===== config.mk =====
export PLATFORM = sky130hd
export DESIGN_NAME = pairwise_mult_pipe
export DESIGN_NICKNAME = d
export VERILOG_FILES = /design/src/rtl/pairwise_mult_pipe.sv
export SDC_FILE = /design/constraint.sdc
export NUM_CORES = 1
export LEC_CHECK = 0
export CAP_MARGIN = 0
export CORE_UTILIZATION = 30
export CTS_CLUSTER_DIAMETER = 150
export CTS_CLUSTER_SIZE = 28
export DETAILED_ROUTE_END_ITERATION = 10
export DONT_BUFFER_PORTS = 1
export PLACE_DENSITY_LB_ADDON = 0.1
export SYNTH_ARGS = -nofsm -noshare
export SYNTH_HDL_FRONTEND = slang
export SYNTH_SLANG_ARGS = --single-unit
export TNS_END_PERCENT = 50

===== constraint.sdc =====
create_clock -name clk -period 3 [get_ports clk]
set_clock_uncertainty 0.2 [all_clocks]
set_input_delay 0.45 -clock clk [delete_from_list [all_inputs] [get_ports clk]]
set_output_delay 0.45 -clock clk [all_outputs]
set_load 0.005 [all_outputs]

===== src/rtl/pairwise_mult_pipe.sv =====
// Unsigned WIDTH x WIDTH multiplier built from even/odd bit-split partial products.
// Three-stage pipeline with a global advance, valid/ready handshakes and a tag sideband.

module pairwise_pp #(
    parameter int WIDTH = 8
) (
    input  logic [WIDTH-1:0]   x,
    input  logic [WIDTH-1:0]   y,
    output logic [2*WIDTH-1:0] pp
);
    assign pp = {{WIDTH{1'b0}}, x} * {{WIDTH{1'b0}}, y};
endmodule

module pairwise_mult_pipe #(
    parameter int WIDTH = 8,
    parameter int TAG_W = 4
) (
    input  logic               clk,
    input  logic               rst_n,
    input  logic               in_valid,
    output logic               in_ready,
    input  logic [WIDTH-1:0]   a,
    input  logic [WIDTH-1:0]   b,
    input  logic [TAG_W-1:0]   in_tag,
    output logic               out_valid,
    input  logic               out_ready,
    output logic [2*WIDTH-1:0] p,
    output logic [TAG_W-1:0]   out_tag,
    output logic [1:0]         occupancy
);
    localparam int PW     = 2 * WIDTH;
    localparam int STAGES = 3;

    logic [WIDTH-1:0] even_mask;
    logic [WIDTH-1:0] ae, ao, be, bo;

    for (genvar i = 0; i < WIDTH; i++) begin : g_mask
        assign even_mask[i] = (i % 2 == 0);
    end

    assign ae = a & even_mask;
    assign ao = a & ~even_mask;
    assign be = b & even_mask;
    assign bo = b & ~even_mask;

    // Partial-product lanes: 0 = ee, 1 = eo, 2 = oe, 3 = oo.
    logic [3:0][WIDTH-1:0] opx, opy;
    logic [3:0][PW-1:0]    pp_d, pp_q;

    assign opx = {ao, ao, ae, ae};
    assign opy = {bo, be, bo, be};

    for (genvar g = 0; g < 4; g++) begin : g_pp
        pairwise_pp #(.WIDTH(WIDTH)) u_pp (
            .x  (opx[g]),
            .y  (opy[g]),
            .pp (pp_d[g])
        );
    end

    logic [STAGES:1] vld_pipe;
    logic [PW-1:0]   s_e, s_o, p_q;
    logic [TAG_W-1:0] t1, t2, t3;
    logic            adv;

    // Whole pipe moves together; a stalled output freezes bubbles too.
    assign adv = !vld_pipe[STAGES] | out_ready;

    always_ff @(posedge clk) begin
        if (!rst_n) begin
            vld_pipe <= '0;
            pp_q     <= '0;
            s_e      <= '0;
            s_o      <= '0;
            p_q      <= '0;
            t1       <= '0;
            t2       <= '0;
            t3       <= '0;
        end else if (adv) begin
            vld_pipe <= {vld_pipe[STAGES-1:1], in_valid};
            pp_q     <= pp_d;
            t1       <= in_tag;
            s_e      <= pp_q[0] + pp_q[1];
            s_o      <= pp_q[2] + pp_q[3];
            t2       <= t1;
            p_q      <= s_e + s_o;
            t3       <= t2;
        end
    end

    assign in_ready  = adv;
    assign out_valid = vld_pipe[STAGES];
    assign p         = p_q;
    assign out_tag   = t3;
    assign occupancy = {1'b0, vld_pipe[1]} + {1'b0, vld_pipe[2]} + {1'b0, vld_pipe[3]};
endmodule

==> results of run 1 <==
## cells by family (layout without fill, tap and decap cells)
group                    Yosys count  in the layout
flip-flops                       114            114
AND/OR/NAND/NOR                  322            322
XOR/XNOR                          48             48
AO/OA/AOI/OAI                    219            219
adder cells (fa/ha/maj)          118            118
buffers and inverters             56             66
multiplexers                       2              2
## timing repair
| action | in CTS | in global routing |
|---|---|---|
| setup buffers | 0 | 0 |
| hold endpoints to repair | 15 | 0 |
| hold buffers | 8 | 0 |
## per-layer routing
metal	vias up	GRT usage	wire length, um
met5	-	0	0
met4	0	0.03984	149
met3	10	0.03185	609
met2	81	0.2337	7765
met1	2571	0.2370	10180
li1	3045	-	-
## power groups by stage
stage | Clock, W | Sequential [W] | Combinational [W]
after CTS | 0.00222 | 0.00169 | 0.000660
after global placement | 0 | 0.00173 | 0.000647
after floorplan | 0 | 0.00170 | 0.000495
after global routing | 0.00229 | 0.00171 | 0.000749
final | 0.00216 | 0.00169 | 0.000650
after detailed placement | 0 | 0.00173 | 0.000639
## per-stage QoR
| step | setup slack [ns] | utilization |
|---|---|---|
| after global routing | 0.3319 | 0.3534 |
| final | 0.4881 | 0.3534 |
| after floorplan | 0.1638 | - |
| after global placement | 0.1063 | 0.3232 |
| after CTS | 0.4955 | 0.3534 |
| after detailed placement | 0.06477 | 0.3232 |
## layout by cell type (no fill, tap or decap), drive strengths merged, types with 3 or more instances in the layout
cell type    count
nor2            47
o21a             5
dfxtp          114
o21ai           32
a31oi            8
a31o             3
dlygate4sd3      8
inv             17
nor3             5
ha             101
a21oi          108
and4             3
o21bai           4
xnor2           29
a211oi          23
bufinv           4
clkinv           8
nand4            3
nand3           18
o31ai            3
a211o            3
fa              17
a21o            15
nand2          170
buf              8
clkinvlp         4
clkbuf          17
xor2            19
and2            55
nor2b            8
or3              3
## final cells by class
type                       instances  area (um^2)  share of cell area
clock inverter                    15        211.5             0.02519
multi-input combinational        709         4851              0.5780
timing repair buffer              16        152.6             0.01819
clock buffer                      17        425.4             0.05069
tap                              319        399.1             0.04756
sequential                       114         2282              0.2719
inverter                          18        71.32            0.008497
## state kept, by name (all words and copies together), names as in the netlist
name,cells
pp_q,52
t1,4
p,16
t2,4
out_tag,4
s_e,16
s_o,15
vld_pipe,3
## worst paths after layout
check,startpoint,end,depth (start not counted)
setup / recovery,a[3],pp_q[62],10
hold / removal,in_valid,vld_pipe[1],2
setup reg to reg,pp_q[3],s_e[13],8
hold reg to reg,t2[3],t2[3],2
## worst reg2reg max path, stage by stage, from the launching register on
cell      delay (ns)
dfxtp_1         0.32
ha_1            0.23
fa_1            0.43
a211oi_1        0.23
nor2_1          0.10
o21ai_0         0.38
o21a_1          0.18
xor2_1          0.20
o21ai_0         0.09
==> impl_metrics.py, run 1 <==
metrics = {
    "outcome": {
        "outcome": "complete, no violations",
    },
    "sta": {
        "setup_tns_ns": 0,
        "fmax_mhz": 398.1,
        "slew_headroom": 0.5785,
        "rsz0062_at_grt": "no",
        "worst_slew_pin_slew_ns": 0.6299,
        "timing.hold.ws_ns": 0.01304,
        "hold_violations": 0,
        "drv_slew": 0,
        "setup_viol": 0,
        "timing.final.crit_period_ns": 2.512,
        "finalCritPeriodShare": 0.8373,
    },
    "cts": {
        "clockBufferDepth": 2,
        "clk_pin_slew_ns": 0.05,
        "numCtsBuffers": 17,
        "h-tree-depth": 4,
        "cts_resized": 0,
        "cts_tree": "done",
        "clock-sinks": 114,
        "root_buffer": "clkbuf_16",
        "clkLatencyLatePin_ns": 0.42,
    },
    "yosys": {
        "synth_compound_area_frac": 0.1815,
        "muxShareOfSynthArea": 0.002726,
        "yosysUniqueCellTypes": 56,
        "async_flop_share": 0,
        "synthAdderAreaFrac": 0.2184,
        "synth-edff-count": 0,
        "synth_top_area_frac": 0.3108,
        "netlist_area_um2": 7343,
        "synth_fp_nets": 1021,
        "synth_most_common_cell": "nand2_1",
        "syn-instance-count": 879,
        "ys_seq_area_frac": 0.3108,
        "synthSimpleGateAreaFrac": 0.1997,
        "yosys_warnings": 0,
        "synth_area_per_cell_um2": 8.354,
        "synth_xor_area_frac": 0.05725,
        "synth_area_leaders": "dfxtp_1, ha_1, nand2_1",
        "synth_top_family_by_area": "adder cells",
        "ys_seq_elements": 114,
        "synthFlopType": "dfxtp_1",
        "yosysTopAreaCell": "dfxtp_1",
        "synthTopCellsByCount": "nand2_1, dfxtp_1, a21oi_1",
    },
    "die": {
        "rows": 56,
        "start_util": 0.3092,
        "num_io_pins": 48,
        "die_w_um": 158.5,
        "die_area_um2": 25110,
        "core_region_area_um2": 23750,
        "dieHeight_um": 158.5,
    },
    "pwr": {
        "power_frac_comb": 0.144,
        "intPower_w": 0.003291,
        "p_leak_nw": 3.695,
        "vdd_drop_max_uv": 314.3,
        "power_density_nw_per_um2": 536.1,
        "clockPowerShare": 0.480,
        "seq_power_share": 0.376,
        "power_w": 0.004499,
        "p_sw_frac": 0.2686,
        "p_switching_w": 0.001208,
    },
    "critical_path": {
        "worst-endpoint-required_ns": 3.13,
        "cp_max_fo": 8,
        "crit_family": "adder cells",
        "r2r_slack_ns": 0.51,
        "max_stage_delay_ns": 0.51,
        "end_kind": "register",
        "slowest_stage": "fa_1",
        "cp.buffers_inverters": 0,
        "start_kind": "primary input",
        "path_cells": "and2_1 > fa_1 > ha_1 > ha_1 > a31o_2 > a31o_2 > a31oi_1 > xor2_1 > nand2_1 > a21oi_1",
        "critical_path_class": "in -> reg",
        "cp.arrival_ns": 2.64,
    },
    "final_layout": {
        "fillers": 2507,
        "finalInstanceArea_um2": 8393,
        "finalNetCount": 1018,
        "drive_gt1_frac": 0.05962,
        "final_cell_count_no_fill": 1208,
        "syn_to_final_growth_pct": 14.30,
        "antenna_cells": 0,
    },
    "global_route": {
        "grt_first_pass_wirelength_um": 31030,
        "grt_pass1_vias": 5556,
        "grt_start_max_net_pins": 97,
        "grt_use_total": 0.1601,
        "antenna_found_initial": 0,
        "grt.overflow.total": 0,
    },
    "placement": {
        "portBuffers": 0,
        "dp.cells": 1168,
        "dp_hpwl_um": 13720,
        "gp_congestion": 0.7527,
        "placed_area_um2": 7676,
    },
    "route": {
        "drtAntennaViolNets": 0,
        "via_count": 5707,
        "wl_um": 18700,
        "viasPerCell": 4.724,
        "wire_per_inst_um": 15.48,
        "drtIter0Drc": 296,
        "drc": 0,
        "firstDrtPassIters": 4,
    },
    "flow_run": {
        "cap_viol_max_count": 0,
    },
    "min_path": {
        "hold_class": "in -> reg",
    },
}
(Power assumes the default switching activity.)
==> run 2, diff against run 1 <==
- ABC_AREA: unset -> 1
- clock period: 3 -> 2.21 ns (I/O delays scaled with it)
==> run 2 against run 1 <==
  * Synthesized area increased by 14%
  * First-iteration DRC count decreased by 25%
  * Flip-flop and latch count unchanged
  * Cell count increased by 37%
  * Sequential share of layout area decreased by 4.7 points
  * Total power increased by 44%
  * Sequential power increased by 39%
  * Count of clock-buffer cells in the layout increased by 1
  * Combinational power increased by 94%
  * Wire length increased by 19%
==> impl_metrics.py, run 2 <==
metrics = {
    "outcome": {
        "outcome": "complete, no violations",
    },
    "yosys": {
        "netlist_area_um2": 8358,
        "yosysTopAreaCell": "dfxtp_1",
        "syn-instance-count": 1245,
        "synth_area_per_cell_um2": 6.713,
        "synthFlopType": "dfxtp_1",
        "async_flop_share": 0,
        "synth_area_leaders": "dfxtp_1, ha_1, nand2_1",
        "synth_top_area_frac": 0.2731,
        "ys_seq_area_frac": 0.2731,
        "yosysUniqueCellTypes": 29,
        "synth-edff-count": 0,
        "synthTopCellsByCount": "nand2_1, inv_1, nor2_1",
        "synth_fp_nets": 1387,
        "synth_most_common_cell": "nand2_1",
        "yosys_warnings": 0,
        "ys_seq_elements": 114,
    },
    "global_route": {
        "antenna_found_initial": 0,
        "grt_use_total": 0.1641,
        "grt_first_pass_wirelength_um": 36770,
        "grt_start_max_net_pins": 108,
        "grt_pass1_vias": 6943,
        "grt.overflow.total": 0,
    },
    "pwr": {
        "power_density_nw_per_um2": 635.7,
        "p_switching_w": 0.001913,
        "intPower_w": 0.004549,
        "vdd_drop_max_uv": 507.5,
        "p_leak_nw": 5.719,
        "p_sw_frac": 0.2960,
        "power_frac_comb": 0.195,
        "clockPowerShare": 0.441,
        "seq_power_share": 0.364,
        "power_w": 0.006462,
    },
    "placement": {
        "gp_congestion": 0.8226,
        "dp_hpwl_um": 16840,
        "placed_area_um2": 9409,
        "portBuffers": 0,
        "dp.cells": 1616,
    },
    "cts": {
        "h-tree-depth": 4,
        "numCtsBuffers": 17,
        "clkLatencyLatePin_ns": 0.42,
        "root_buffer": "clkbuf_16",
        "cts_tree": "done",
        "clk_pin_slew_ns": 0.05,
        "clockBufferDepth": 2,
        "clock-sinks": 114,
    },
    "critical_path": {
        "worst-endpoint-required_ns": 2.36,
        "path_cells": "inv_1 > nor2_4 > clkbuf_16 > a21oi_1 > dlygate4sd3_1 > nor2_1",
        "end_kind": "register",
        "cp.buffers_inverters": 3,
        "critical_path_class": "reg -> reg",
        "slowest_stage": "dlygate4sd3_1",
        "crit_family": "buffers and inverters",
        "cp.arrival_ns": 2.20,
        "cp_max_fo": 81,
        "start_kind": "register",
        "max_stage_delay_ns": 0.62,
    },
    "min_path": {
        "hold_class": "in -> reg",
    },
    "final_layout": {
        "fin_util": 0.3740,
        "fillers": 3008,
        "drive_gt1_frac": 0.1134,
        "regMostFlops": "pp_q",
        "layout_common_cells": "nand2_1, inv_1, nor2_1, dfxtp_1, o21ai_0",
        "mostFrequentLayoutCell": "nand2_1",
        "syn_to_final_growth_pct": 21.62,
        "largest_reg_flops": 52,
        "finalNetCount": 1417,
        "final_cell_count_no_fill": 1660,
        "finalInstanceArea_um2": 10160,
        "antenna_cells": 0,
    },
    "sta": {
        "worst_slew_pin_slew_ns": 0.4283,
        "setup_viol": 0,
        "fmax_mhz": 487.4,
        "timing.final.crit_period_ns": 2.052,
        "slew_headroom": 0.7115,
        "finalCritPeriodShare": 0.9285,
        "hold_violations": 0,
        "rsz0062_at_grt": "no",
        "drv_slew": 0,
    },
    "route": {
        "via_count": 7250,
        "wire_per_inst_um": 13.36,
        "wl_um": 22180,
        "drc": 0,
        "viasPerCell": 4.367,
        "drtAntennaViolNets": 0,
        "firstDrtPassIters": 4,
        "drtIter0Drc": 223,
    },
    "flow_run": {
        "cap_viol_max_count": 0,
    },
    "die": {
        "core_region_area_um2": 27180,
        "dieHeight_um": 168.9,
        "start_util": 0.3076,
        "die_w_um": 168.9,
        "rows": 60,
        "num_io_pins": 48,
        "die_area_um2": 28530,
    },
}
-- run 2: timing repair --
action | in CTS | in global routing
buffers inserted | 0 | 0
hold buffers | 12 | 0
gates resized for setup | 0 | 3
hold endpoints to repair | 108 | 0
setup endpoints to repair | 0 | 3
-- run 2: cell families (layout without fill, tap and decap cells) --
group,after synthesis,in the layout,synth area share
AO/OA/AOI/OAI,201,201,0.1307
XOR/XNOR,30,30,0.03144
adder cells (fa/ha/maj),118,118,0.1919
buffers and inverters,280,323,0.1302
flip-flops,114,114,0.2731
AND/OR/NAND/NOR,502,502,0.2427
-- run 2: final timing paths --
| check | startpoint | end | slack [ns] | cells past startpoint |
|---|---|---|---|---|
| setup / recovery | vld_pipe[3] | pp_q[50] | 0.16 | 6 |
| hold / removal | a[7] | pp_q[45] | 0.03 | 3 |
| setup reg to reg | vld_pipe[3] | pp_q[50] | 0.16 | 6 |
| hold reg to reg | t2[1] | t2[1] | 0.28 | 2 |
-- run 2: final cells by class --
cell class	instances	area [um^2]	area share
clock inverters	14	180.2	0.01773
inverters	227	857.1	0.08432
multi-input cells	851	5366	0.5279
repair buffers	64	583.1	0.05736
flip-flops and latches	114	2283	0.2246
well taps	372	465.4	0.04579
clock buffers	18	429.2	0.04222
-- run 2: stage by stage --
stage	setup WS, ns	TNS [ns]	hold slack, ns
after global placement	-0.1260	-1.512	0.2553
after floorplan	-0.2347	-1.812	0.2495
after global routing	0.01090	0	0.02843
final	0.1581	0	0.02771
after CTS	0.08804	0	0.004027
after detailed placement	-0.1358	-1.766	0.2676
-- run 2: power by group through the flow --
stage          clock network [W]  logic [W]  registers [W]
6_report                 0.00285    0.00126        0.00235
5_1_grt                  0.00303    0.00146        0.00238
3_5_place_dp                   0    0.00121        0.00240
3_3_place_gp                   0    0.00123        0.00240
4_1_cts                  0.00294    0.00128        0.00236
2_1_floorplan                  0   0.000965        0.00235
-- run 2: worst reg2reg max path: cells and delay by family (launching register included) --
family                 cells  cell delay [ns]
DFF                        1             0.36
AOI/OAI and AO/OA          1             0.17
and+or+nand+nor            2             0.24
buffers and inverters      3             1.02
-- run 2: metal layers --
| metal | vias up | GRT usage | part of all wire |
|---|---|---|---|
| li1 | 3946 | - | - |
| met1 | 3211 | 0.2352 | 0.53 |
| met2 | 82 | 0.2528 | 0.43 |
| met3 | 11 | 0.02712 | 0.023 |
| met4 | 0 | 0.04229 | 0.011 |
| met5 | - | 0 | 0 |
==> run 3, diff against run 2 <==
- ABC_AREA: 1 -> unset
==> run 3 against run 2 <==
  * Flip-flop and latch count unchanged
  * Clock power about the same
  * Count of clock-buffer cells in the layout increased by 5
  * Critical path type unchanged
  * Critical endpoint is now p[13]
  * Largest cell class unchanged
  * Largest power group unchanged
  * Highest routed layer unchanged
==> impl_metrics.py, run 3 (synthesis gave the netlist of run 1 again) <==
metrics = {
    "sta": {
        "timing.final.crit_period_ns": 2.206,
        "drv_slew": 0,
        "hold_violations": 0,
        "slew_headroom": 0.6050,
        "worst_slew_pin_slew_ns": 0.5905,
        "finalCritPeriodShare": 0.9983,
        "fmax_mhz": 453.3,
        "setup_viol": 0,
        "rsz0062_at_grt": "yes",
        "setup_slack_ns": 0.003771,
    },
    "route": {
        "wire_per_inst_um": 15.16,
        "via_count": 6034,
        "firstDrtPassIters": 6,
        "viasPerCell": 4.659,
        "drtAntennaViolNets": 0,
        "drc": 0,
        "drtIter0Drc": 212,
        "wl_um": 19640,
    },
    "min_path": {
        "hold_class": "in -> reg",
    },
    "cts": {
        "clockBufferDepth": 2,
        "clock-sinks": 114,
        "numCtsBuffers": 17,
        "h-tree-depth": 4,
        "root_buffer": "clkbuf_16",
        "cts_tree": "done",
        "clk_pin_slew_ns": 0.06,
        "clkLatencyLatePin_ns": 0.42,
        "post_cts_buffers": 0,
    },
    "final_layout": {
        "finalNetCount": 1105,
        "syn_to_final_growth_pct": 29.20,
        "regMostFlops": "pp_q",
        "finalInstanceArea_um2": 9488,
        "mostFrequentLayoutCell": "nand2_1",
        "largest_reg_flops": 52,
        "layout_common_cells": "nand2_1, dfxtp_1, a21oi_1, buf_4, ha_1",
        "final_cell_count_no_fill": 1295,
        "antenna_cells": 0,
        "drive_gt1_frac": 0.2039,
    },
    "global_route": {
        "grt_start_max_net_pins": 66,
        "grt.overflow.total": 0,
        "grt_use_total": 0.1654,
        "grt_first_pass_wirelength_um": 31740,
        "grt_pass1_vias": 5794,
        "antenna_found_initial": 0,
    },
    "placement": {
        "dp.cells": 1252,
        "placed_area_um2": 8631,
        "place_ws_ns": -0.3785,
        "gp_congestion": 0.7568,
        "portBuffers": 0,
        "dp_hpwl_um": 14700,
    },
    "critical_path": {
        "worst-endpoint-required_ns": 2.31,
        "end_kind": "register",
        "critical_path_class": "reg -> reg",
        "cp.arrival_ns": 2.31,
        "cp_max_fo": 3,
        "start_kind": "register",
    },
    "pwr": {
        "vdd_drop_max_uv": 589.2,
        "p_leak_nw": 4.134,
        "power_density_nw_per_um2": 661.2,
    },
    "flow_run": {
        "cap_viol_max_count": 0,
    },
    "die": {
        "num_io_pins": 48,
        "start_util": 0.3092,
        "die_w_um": 158.5,
        "die_area_um2": 25110,
        "dieHeight_um": 158.5,
        "core_region_area_um2": 23750,
        "rows": 56,
    },
    "outcome": {
        "outcome": "complete, no violations",
    },
}
## run 3: cell types whose count changed in the layout (fill, tap and decap cells not counted), sizes merged, moves of 10 or more
cell and delta:
nand4 -10, o21ai -77, inv -213, a21o +14
nand3 -50, and2 +54, a211oi +23, buf +40
o21bai -19, xnor2 +21, nand2 -121, a21oi +52
nor2 -75
## run 3: layout make-up
class	count	area [um^2]
clock buffers	23	478.0
fillers	2453	14260
multi-input cells	709	5300
well taps	319	399.1
inverters	18	71.32
flip-flops and latches	114	2285
repair buffers	103	825.8
clock inverters	9	128.9
## run 3: what timing repair did
item	4_1_cts	5_1_grt
hold endpoints to repair	26	0
hold buffers	11	0
pin swaps	7	11
endpoints found under the setup margin	8	17
resized for setup	9	23
## run 3: path summary, 6_finish.rpt
kind | cells past startpoint | start | slack, ns | to
worst max-delay path | 9 | s_e[1] | 0.004 | p[13]
worst min-delay path | 2 | a[1] | 0.01 | pp_q[50]
worst max register to register | 9 | s_e[1] | 0.004 | p[13]
worst min register to register | 2 | s_e[0] | 0.25 | s_e[0]
## run 3: power by group
part           leakage, nW  switching [W]  internal (W)
sequential           0.936      0.0000983       0.00220
combinational         2.91       0.000587      0.000566
clock                0.293       0.000964       0.00186
total                 4.13        0.00165       0.00462
## run 3: layer usage
layer	part of all wire	up-vias	GRT usage
met5	0	-	0
met4	0.014	0	0.05403
met3	0.025	21	0.02912
met2	0.42	82	0.2469
met1	0.54	2718	0.2379
li1	-	3213	-
## run 3: worst max-delay path, cell delays in order, from the launching register on
cell     delay, ns
dfxtp_2       0.33
ha_4          0.16
inv_2         0.05
fa_2          0.22
nor2b_4       0.05
o31a_1        0.27
a311o_2       0.39
o31ai_4       0.19
xor2_1        0.17
o21ai_1       0.07
## run 3: metrics by stage
stage	total power (W)	util	setup TNS, ns	hold slack [ns]
after floorplan	0.003055	-	-2.196	0.2291
final	0.006274	0.3994	0	0.01110
after global routing	0.006594	0.3994	-0.2419	0.006945
after global placement	0.003444	0.3634	-5.853	0.2409
after CTS	0.006331	0.3949	-0.04149	0.0007638
after detailed placement	0.003438	0.3634	-5.859	0.2452
